$ cat src/rtl/shifter_pkg.sv
// Shared definitions for the shifter_n block: op-code constants, FSM state
// encoding and a helper that classifies shift op-codes.
package shifter_pkg;

  localparam logic [2:0] OP_NOP  = 3'b000;
  localparam logic [2:0] OP_LOAD = 3'b001;
  localparam logic [2:0] OP_LSL  = 3'b010;
  localparam logic [2:0] OP_LSR  = 3'b011;
  localparam logic [2:0] OP_ASR  = 3'b100;
  localparam logic [2:0] OP_ROL  = 3'b101;
  localparam logic [2:0] OP_ROR  = 3'b110;
  localparam logic [2:0] OP_RSVD = 3'b111;

  typedef enum logic {
    ST_IDLE = 1'b0,
    ST_RUN  = 1'b1
  } state_t;

  // True for the five op-codes that move bits (LSL, LSR, ASR, ROL, ROR).
  function automatic logic is_shift(input logic [2:0] op);
    return (op == OP_LSL) || (op == OP_LSR) || (op == OP_ASR) ||
           (op == OP_ROL) || (op == OP_ROR);
  endfunction

endpackage

$ cat src/rtl/shifter_n_unit.sv
// Combinational datapath for shifter_n: next d_out value from op, amount and
// current operand. With SHIFTER_N_BARREL_EN defined it shifts by the full
// amount; otherwise any non-zero amount performs a single 1-bit step.
module shifter_n_unit
  import shifter_pkg::*;
#(
  parameter  int WIDTH = 8,
  localparam int SHW   = (WIDTH > 1) ? $clog2(WIDTH) : 1
) (
  input  logic [2:0]       op,
  input  logic [SHW-1:0]   amt,
  input  logic [WIDTH-1:0] operand,
  input  logic [WIDTH-1:0] load_data,
  output logic [WIDTH-1:0] result
);

  logic [WIDTH-1:0] lsl_val;
  logic [WIDTH-1:0] lsr_val;
  logic [WIDTH-1:0] asr_val;
  logic [WIDTH-1:0] rol_val;
  logic [WIDTH-1:0] ror_val;

`ifdef SHIFTER_N_BARREL_EN
  logic [2*WIDTH-1:0] rol_ext;
  logic [2*WIDTH-1:0] ror_ext;

  // Rotations come from shifting a doubled copy of the operand.
  assign rol_ext = {operand, operand} << amt;
  assign ror_ext = {operand, operand} >> amt;

  assign lsl_val = operand << amt;
  assign lsr_val = operand >> amt;
  assign asr_val = $signed(operand) >>> amt;
  assign rol_val = rol_ext[2*WIDTH-1:WIDTH];
  assign ror_val = ror_ext[WIDTH-1:0];
`else
  // One bit per step; a zero amount leaves the operand untouched.
  assign lsl_val = (amt == '0) ? operand : {operand[WIDTH-2:0], 1'b0};
  assign lsr_val = (amt == '0) ? operand : {1'b0, operand[WIDTH-1:1]};
  assign asr_val = (amt == '0) ? operand : {operand[WIDTH-1], operand[WIDTH-1:1]};
  assign rol_val = (amt == '0) ? operand : {operand[WIDTH-2:0], operand[WIDTH-1]};
  assign ror_val = (amt == '0) ? operand : {operand[0], operand[WIDTH-1:1]};
`endif

  // Select the result for the requested op; NOP and reserved hold the operand.
  always_comb begin
    result = operand;
    case (op)
      OP_LOAD: result = load_data;
      OP_LSL:  result = lsl_val;
      OP_LSR:  result = lsr_val;
      OP_ASR:  result = asr_val;
      OP_ROL:  result = rol_val;
      OP_ROR:  result = ror_val;
      default: result = operand;
    endcase
  end

endmodule

$ cat src/rtl/shifter_n.sv
// shifter_n: registered shift/rotate unit operating on its own result register.
// Default build shifts iteratively one bit per clock under an IDLE/RUN FSM;
// defining SHIFTER_N_BARREL_EN makes every op single-cycle and removes RUN.
module shifter_n
  import shifter_pkg::*;
#(
  parameter  int WIDTH = 8,
  localparam int SHW   = (WIDTH > 1) ? $clog2(WIDTH) : 1
) (
  input  logic             clk,
  input  logic             reset,
  input  logic             start,
  input  logic [2:0]       op,
  input  logic [SHW-1:0]   shamt,
  input  logic [WIDTH-1:0] d_in,
  output logic [WIDTH-1:0] d_out,
  output logic             busy,
  output logic             done
);

  logic [WIDTH-1:0] d_out_reg;
  logic             done_reg;
  logic [2:0]       unit_op;
  logic [SHW-1:0]   unit_amt;
  logic [WIDTH-1:0] unit_result;

  shifter_n_unit #(.WIDTH(WIDTH)) u_unit (
    .op        (unit_op),
    .amt       (unit_amt),
    .operand   (d_out_reg),
    .load_data (d_in),
    .result    (unit_result)
  );

`ifdef SHIFTER_N_BARREL_EN
  assign unit_op  = op;
  assign unit_amt = shamt;

  // Every accepted request completes at its own edge.
  always_ff @(posedge clk) begin
    if (reset) begin
      d_out_reg <= '0;
      done_reg  <= 1'b0;
    end else begin
      done_reg <= start;
      if (start) begin
        d_out_reg <= unit_result;
      end
    end
  end

  assign busy = 1'b0;
`else
  state_t           state_reg, state_next;
  logic [SHW-1:0]   cnt_reg, cnt_next;
  logic [2:0]       op_reg, op_next;
  logic [WIDTH-1:0] d_out_next;
  logic             done_next;

  // State, counter, latched op and result registers.
  always_ff @(posedge clk) begin
    if (reset) begin
      state_reg <= ST_IDLE;
      cnt_reg   <= '0;
      op_reg    <= OP_NOP;
      d_out_reg <= '0;
      done_reg  <= 1'b0;
    end else begin
      state_reg <= state_next;
      cnt_reg   <= cnt_next;
      op_reg    <= op_next;
      d_out_reg <= d_out_next;
      done_reg  <= done_next;
    end
  end

  // Next-state logic: accept in IDLE, step one bit per cycle in RUN.
  always_comb begin
    state_next = state_reg;
    cnt_next   = cnt_reg;
    op_next    = op_reg;
    d_out_next = d_out_reg;
    done_next  = 1'b0;
    unit_op    = op;
    unit_amt   = shamt;
    case (state_reg)
      ST_IDLE: begin
        if (start) begin
          if (is_shift(op) && (shamt != '0)) begin
            // Result stays put at acceptance; the steps follow in RUN.
            state_next = ST_RUN;
            op_next    = op;
            cnt_next   = shamt;
          end else begin
            d_out_next = unit_result;
            done_next  = 1'b1;
          end
        end
      end
      ST_RUN: begin
        // Latched op drives the datapath so input changes cannot disturb it.
        unit_op    = op_reg;
        unit_amt   = SHW'(1);
        d_out_next = unit_result;
        cnt_next   = cnt_reg - SHW'(1);
        if (cnt_reg == SHW'(1)) begin
          state_next = ST_IDLE;
          done_next  = 1'b1;
        end
      end
      default: state_next = ST_IDLE;
    endcase
  end

  assign busy = (state_reg == ST_RUN);
`endif

  assign d_out = d_out_reg;
  assign done  = done_reg;

endmodule

$ cat config.mk
export PLATFORM = sky130hd
export DESIGN_NAME = shifter_n
export DESIGN_NICKNAME = d
export VERILOG_FILES = /design/src/rtl/shifter_pkg.sv /design/src/rtl/shifter_n_unit.sv /design/src/rtl/shifter_n.sv
export SDC_FILE = /design/constraint.sdc
export NUM_CORES = 1
export LEC_CHECK = 0
export BUFFER_PORTS_ARGS = -buffer_cell sky130_fd_sc_hd__clkbuf_2
export CORE_MARGIN = 8
export CORE_UTILIZATION = 58
export DETAILED_ROUTE_END_ITERATION = 6
export GPL_TIMING_DRIVEN = 0
export PLACE_DENSITY = 0.81
export SYNTH_ARGS = -nofsm -noshare
export SYNTH_HDL_FRONTEND = slang
export SYNTH_SLANG_ARGS = --single-unit
export TNS_END_PERCENT = 50
$ cat constraint.sdc
create_clock -name clk -period 3.2 [get_ports clk]
set_clock_uncertainty 0.1 [all_clocks]
set_input_delay 0.64 -clock clk [delete_from_list [all_inputs] [get_ports clk]]
set_output_delay 0.64 -clock clk [all_outputs]
set_load 0.005 [all_outputs]
# ---- Word level (Yosys, flattened, before mapping)
# Index checks and enable logic that the tools add are counted.
dict set report word_totals {
  reg_bits 16
  latch_bits 0
  mem_bits_rw 0
  mem_bits_ro 0
  input_bits 17
  output_inout_bits 10
  elab_cells 54
  mem_count 0
}
dict set report classes {
  n_addsub 1
  mul 0
  div_mod_pow 0
  magnitude_cmp 0
  n_eq_ne 15
  n_shift 0
  n_mux 22
  bitwise_logic 1
  n_reduce_logical 10
}
# op n
set op_table {}
lappend op_table {{two-way mux 8 bit} 6}
lappend op_table {{case mux 8 bit (6 select lines)} 1}
lappend op_table {{equality test 3 bit, second input constant} 6}
lappend op_table {{case mux 8 bit (2 select lines)} 1}
lappend op_table {{equality test 3 x 2 -> 1 bit, second input constant} 4}
lappend op_table {{two-way mux 3 bit} 4}
lappend op_table {{two-way mux 7 bit} 1}
lappend op_table {{equality test 3 x 1 -> 1 bit, second input constant} 2}
lappend op_table {{two-way mux 1 bit} 6}
lappend op_table {{!= test 2 bit, second input constant} 3}
lappend op_table {{case mux 3 bit (2 select lines)} 1}
lappend op_table {{logical OR 1 bit} 4}
lappend op_table {{case mux 1 bit (2 select lines)} 2}
lappend op_table {{AND reduction 2 bit} 2}
lappend op_table {{logical NOT 3 bit} 1}
lappend op_table {{AND reduction 3 bit} 1}
lappend op_table {{nonzero test 3 bit} 1}
lappend op_table {{subtractor 3 x 1 -> 3 bit, second input constant} 1}
lappend op_table {{logical AND 1 bit} 1}
lappend op_table {{NOT 1 bit} 1}

# ---- Longest topological paths before layout
dict set report depth {
  ltp_word 9
  mapped_depth 7
  depth_no_buf 6
}

# ---- Cells and area by module
# From an unflattened synthesis, not the netlist that was laid out.
dict set report unflattened {
  cells_unflattened 189
  hier_area_um2 1465.2
}
# mod n_inst cells_per_inst area_each_um2 seq_area_each_um2
set modules_own_cells {}
lappend modules_own_cells {shifter_n 1 96 844.6 320.3}
lappend modules_own_cells {shifter_n_unit 1 93 620.6 0.0}

# ---- Least setup slack after synthesis
# Ideal clock, no wire load.
dict set report synth_timing {
  kind {input-to-reg}
  start {input op[2]}
  end {register d_out_reg[7] (netlist: d_out[7])}
  setup_time_ps 122
  t_arrival_ps 1756
  required_ps 2978
  slack_ps 1223
  stages 5
  n_path_buf 1
  path_cell_list {buf_2 > mux2_4 > a221o_1 > a21o_1 > o311a_1}
}
dict set report synth_via {
  elab_chain_len 8
  word_cells_on_any_way 23
  cone_classes {eq/ne: 12; mux: 5; reduce/logical: 6}
}
# item line_no
set synth_lines {}
lappend synth_lines {{start: declaration} shifter_n.sv:13} ;# input logic [2:0] op,
lappend synth_lines {{parallel branches: the longest is 8 deep, another holds case mux 8 bit (6 select lines)} -}
lappend synth_lines {{end signal: assignment} shifter_n.sv:72} ;# d_out_reg <= d_out_next;
lappend synth_lines {{end: declaration} shifter_n.sv:21} ;# logic [WIDTH-1:0] d_out_reg;
# Parallel ways; which one is timed is not known. The select of a mux whose other input is x is not followed.
# A chain may end at the register's enable or synchronous reset.

# ---- Worst setup path after layout
dict set report layout_timing {
  start {register state_reg (netlist: busy)}
  end {register d_out_reg[6] (netlist: d_out[6])}
}
dict set report layout_via {
  elab_chain_len 7
  word_cells_on_any_way 22
  cone_classes {eq/ne: 8; mux: 11; bitwise: 1; reduce/logical: 2}
}
# item line_no
set layout_lines {}
lappend layout_lines {{start: declaration} shifter_n.sv:54} ;# state_t state_reg, state_next;
lappend layout_lines {{start signal: assignment} shifter_n.sv:69} ;# state_reg <= state_next;
lappend layout_lines {{two-way mux 3 bit} shifter_n.sv:86} ;# case (state_reg)
lappend layout_lines {{logical NOT 3 bit} -}
lappend layout_lines {{two-way mux 8 bit (tied with other cells)} shifter_n_unit.sv:42} ;# assign ror_val = (amt == '0) ? operand : {operand[0], operand[WIDTH-1:1]};
lappend layout_lines {{case mux 8 bit (6 select lines)} shifter_n_unit.sv:48} ;# case (op)
lappend layout_lines {{two-way mux 8 bit} shifter_n.sv:89} ;# if (is_shift(op) && (shamt != '0)) begin
lappend layout_lines {{two-way mux 8 bit} shifter_n.sv:88} ;# if (start) begin
lappend layout_lines {{case mux 8 bit (2 select lines)} shifter_n.sv:86}
# Several ways; a longest one is shown, not always the timed one. The select of a mux whose other input is x is not followed.

==> flow_summary.json <==
{
  "synth_simple_gate_area_share_pct": 25.0,
  "yosysSeqAreaShare_pct": 25.5,
  "drc_errors": 0,
  "synth.distinct_cells": 48,
  "finalHoldViolations": 0,
  "crit_required_ps": 3290,
  "drive_above_1_share_pct": 30.7,
  "synthMuxAreaShare_pct": 2.00,
  "max_cap_viol_count": 0,
  "cts.clk_slew.worst_paths_ps": 110,
  "synth_top_area_share_pct": 25.5,
  "start_util_pct": 58.9,
  "grt_pass1_vias": 1214,
  "nNetsFinal": 196,
  "holdCritPathClass": "flop to flop",
  "port_buffers": 25,
  "grt_max_degree": 11,
  "syn_area_per_cell_um2": 8.53,
  "rrSetupSlack_ps": 1110,
  "start_kind": "flop",
  "async_flop_share_pct": 0,
  "synth_compound_area_share_pct": 37.0,
  "grt_pass1_wl_um": 5430,
  "powerDensity_nw_per_um2": 398,
  "yosys.area_share.xor_xnor_pct": 0,
  "path_max_fanout": 9,
  "clock_insertion_delay_worst_skew_ps": 300,
  "outcome": "finished clean",
  "cts_hold_buf": 0,
  "cp-end-kind": "flop",
  "synth_fp_nets": 166,
  "grt_usage_pct": 16.3,
  "die_x_um": 62.5,
  "n_antenna_cell": 0,
  "fin_cells": 204,
  "cp_data_arrival_time_ps": 2170,
  "synth_ff_type": "dfxtp_1",
  "cts_htree_levels": 1,
  "min_from": "cnt_reg[2]",
  "tns_ps": 0,
  "area_delta_synth_final_pct": 15.7,
  "core_area_um2": 2130,
  "hold_path_depth": 2,
  "max_freq_mhz": 479,
  "irDropWorstVdd_uv": 327,
  "syn_area_um2": 1250,
  "setup_violations": 0,
  "ys_top_cells_by_area": "dfxtp_1, o41ai_2, a211oi_1",
  "dpl.hpwl_um": 2430,
  "root_buffer": "clkbuf_4",
  "place_congestion": 0.858,
  "relSlewSlack_pct": 35.2,
  "synth_edf_count": 0,
  "worst_pin_slew_ps": 961,
  "yosysWarnings": 0,
  "syn-instance-count": 147,
  "synth.most_common_cell": "dfxtp_1",
  "fin_ws_ps": 1110,
  "num_rows": 17,
  "leakage_nw": 0.616,
  "dp_slack_ps": 964,
  "firstDrtPassIters": 4,
  "final.period_utilization_pct": 65.2,
  "synthAdderAreaFrac_pct": 2.00,
  "worstSetupPathType": "flop to flop",
  "post_cts_buffers": 0,
  "reg2reg_depth": 5,
  "vias_per_cell": 6.49,
  "dp_cells": 200,
  "hold_path_end": "cnt_reg[2]",
  "yosys-top-cells-count": "dfxtp_1, a21oi_1, a211oi_1",
  "die_area_um2": 3910,
  "post_cts_resized": 0,
  "timing.rr.start": "busy",
  "r2r-end": "d_out[6]",
  "cts.sinks": 16,
  "largest_reg_flops": 8,
  "cts_tree": "yes",
  "fin_area_um2": 1450,
  "clockBufferDepth": 2,
  "yosys.area.top_type": "dfxtp_1",
  "placed_cell_area_um2": 1410,
  "cts_buffers": 3,
  "ys_seq_elements": 16,
  "wl_per_cell_um": 16.6,
  "wl_um": 3390,
  "drt_iter0_drc": 86,
  "rsz0062_at_grt": "false",
  "drv_slew": 0,
  "synth_top_family_by_area": "compound AO/OA/AOI/OAI gates",
  "drtAntennaViolNets": 0,
  "num_vias": 1323,
  "gr-total-overflow": 0,
  "io_pins": 27,
  "grt_antenna_before_repair": 0,
  "die_y_um": 62.5,
  "period_minus_slack_ps": 2090
}
-- layout make-up --
class | instances | area [µm²]
buffer | 13 | 78.8
clock buffer | 4 | 36.3
fill | 195 | 677
inverter | 7 | 26.3
multi-input combinational | 111 | 828
sequential | 16 | 320
tap | 28 | 35.0
timing repair buffer | 25 | 125
-- cells in the final DEF (no fill, tap or decap), types with 3 or more instances in the layout --
cell | netlist | routed
a211oi_1 | 10 | 10
clkbuf_2 | 0 | 25
nand3_1 | 5 | 5
dfxtp_1 | 16 | 16
or3_1 | 4 | 4
o211ai_1 | 7 | 7
a21oi_1 | 13 | 13
o21ai_0 | 3 | 3
clkbuf_4 | 1 | 4
nor2b_1 | 4 | 4
o41ai_2 | 7 | 7
nand2_1 | 8 | 8
nor3_1 | 8 | 8
buf_2 | 6 | 6
inv_1 | 7 | 7
a21o_1 | 3 | 3
nor2_1 | 5 | 5
-- where the power goes --
part           internal [mW]  switching [mW]
Sequential             0.218          0.0176
Clock                 0.0695          0.0743
Combinational         0.0828           0.115
Total                  0.370           0.207
-- worst max path at each step --
stage	startpoint	slack (ps)	depth (start not counted)	end
after floorplan	op[2]	1220	5	d_out[7]
after global placement	op[2]	960	6	d_out[5]
after detailed placement	op[2]	960	6	d_out[5]
after CTS	busy	1180	5	d_out[2]
after global routing	busy	1040	5	d_out[6]
final	busy	1110	5	d_out[6]
-- cells by family after synthesis --
| family | Yosys count |
|---|---|
| AOI/OAI and AO/OA | 56 |
| adders and majority gates | 2 |
| buffers and inverters | 20 |
| DFF | 16 |
| muxes | 2 |
| and+or+nand+nor | 51 |
-- stage by stage --
step           utilization (%)  hold WS (ps)  total power, mW
2_1_floorplan                -           362            0.378
3_3_place_gp              66.5           380            0.428
3_5_place_dp              66.5           396            0.433
4_1_cts                   68.2           411            0.576
5_1_grt                   68.2           448            0.605
6_report                  68.2           417            0.577
-- worst max-delay path, stage by stage (launching register included) --
cell     delay, ps
dfxtp_1        400
inv_1          160
o41ai_2        790
or3_1          200
buf_2          210
o41ai_2        110
-- per-layer routing --
layer / wire (µm) / part of all wire (%) / track usage, % / vias to the layer above
li1: - / - / - / 630
met1: 1500 / 44 / 20.5 / 622
met2: 1620 / 48 / 27.0 / 66
met5: 0 / 0 / 0 / -
met3: 226 / 6.7 / 2.33 / 5
met4: 44 / 1.3 / 6.84 / 0
Power figures use the tool's default switching activity.
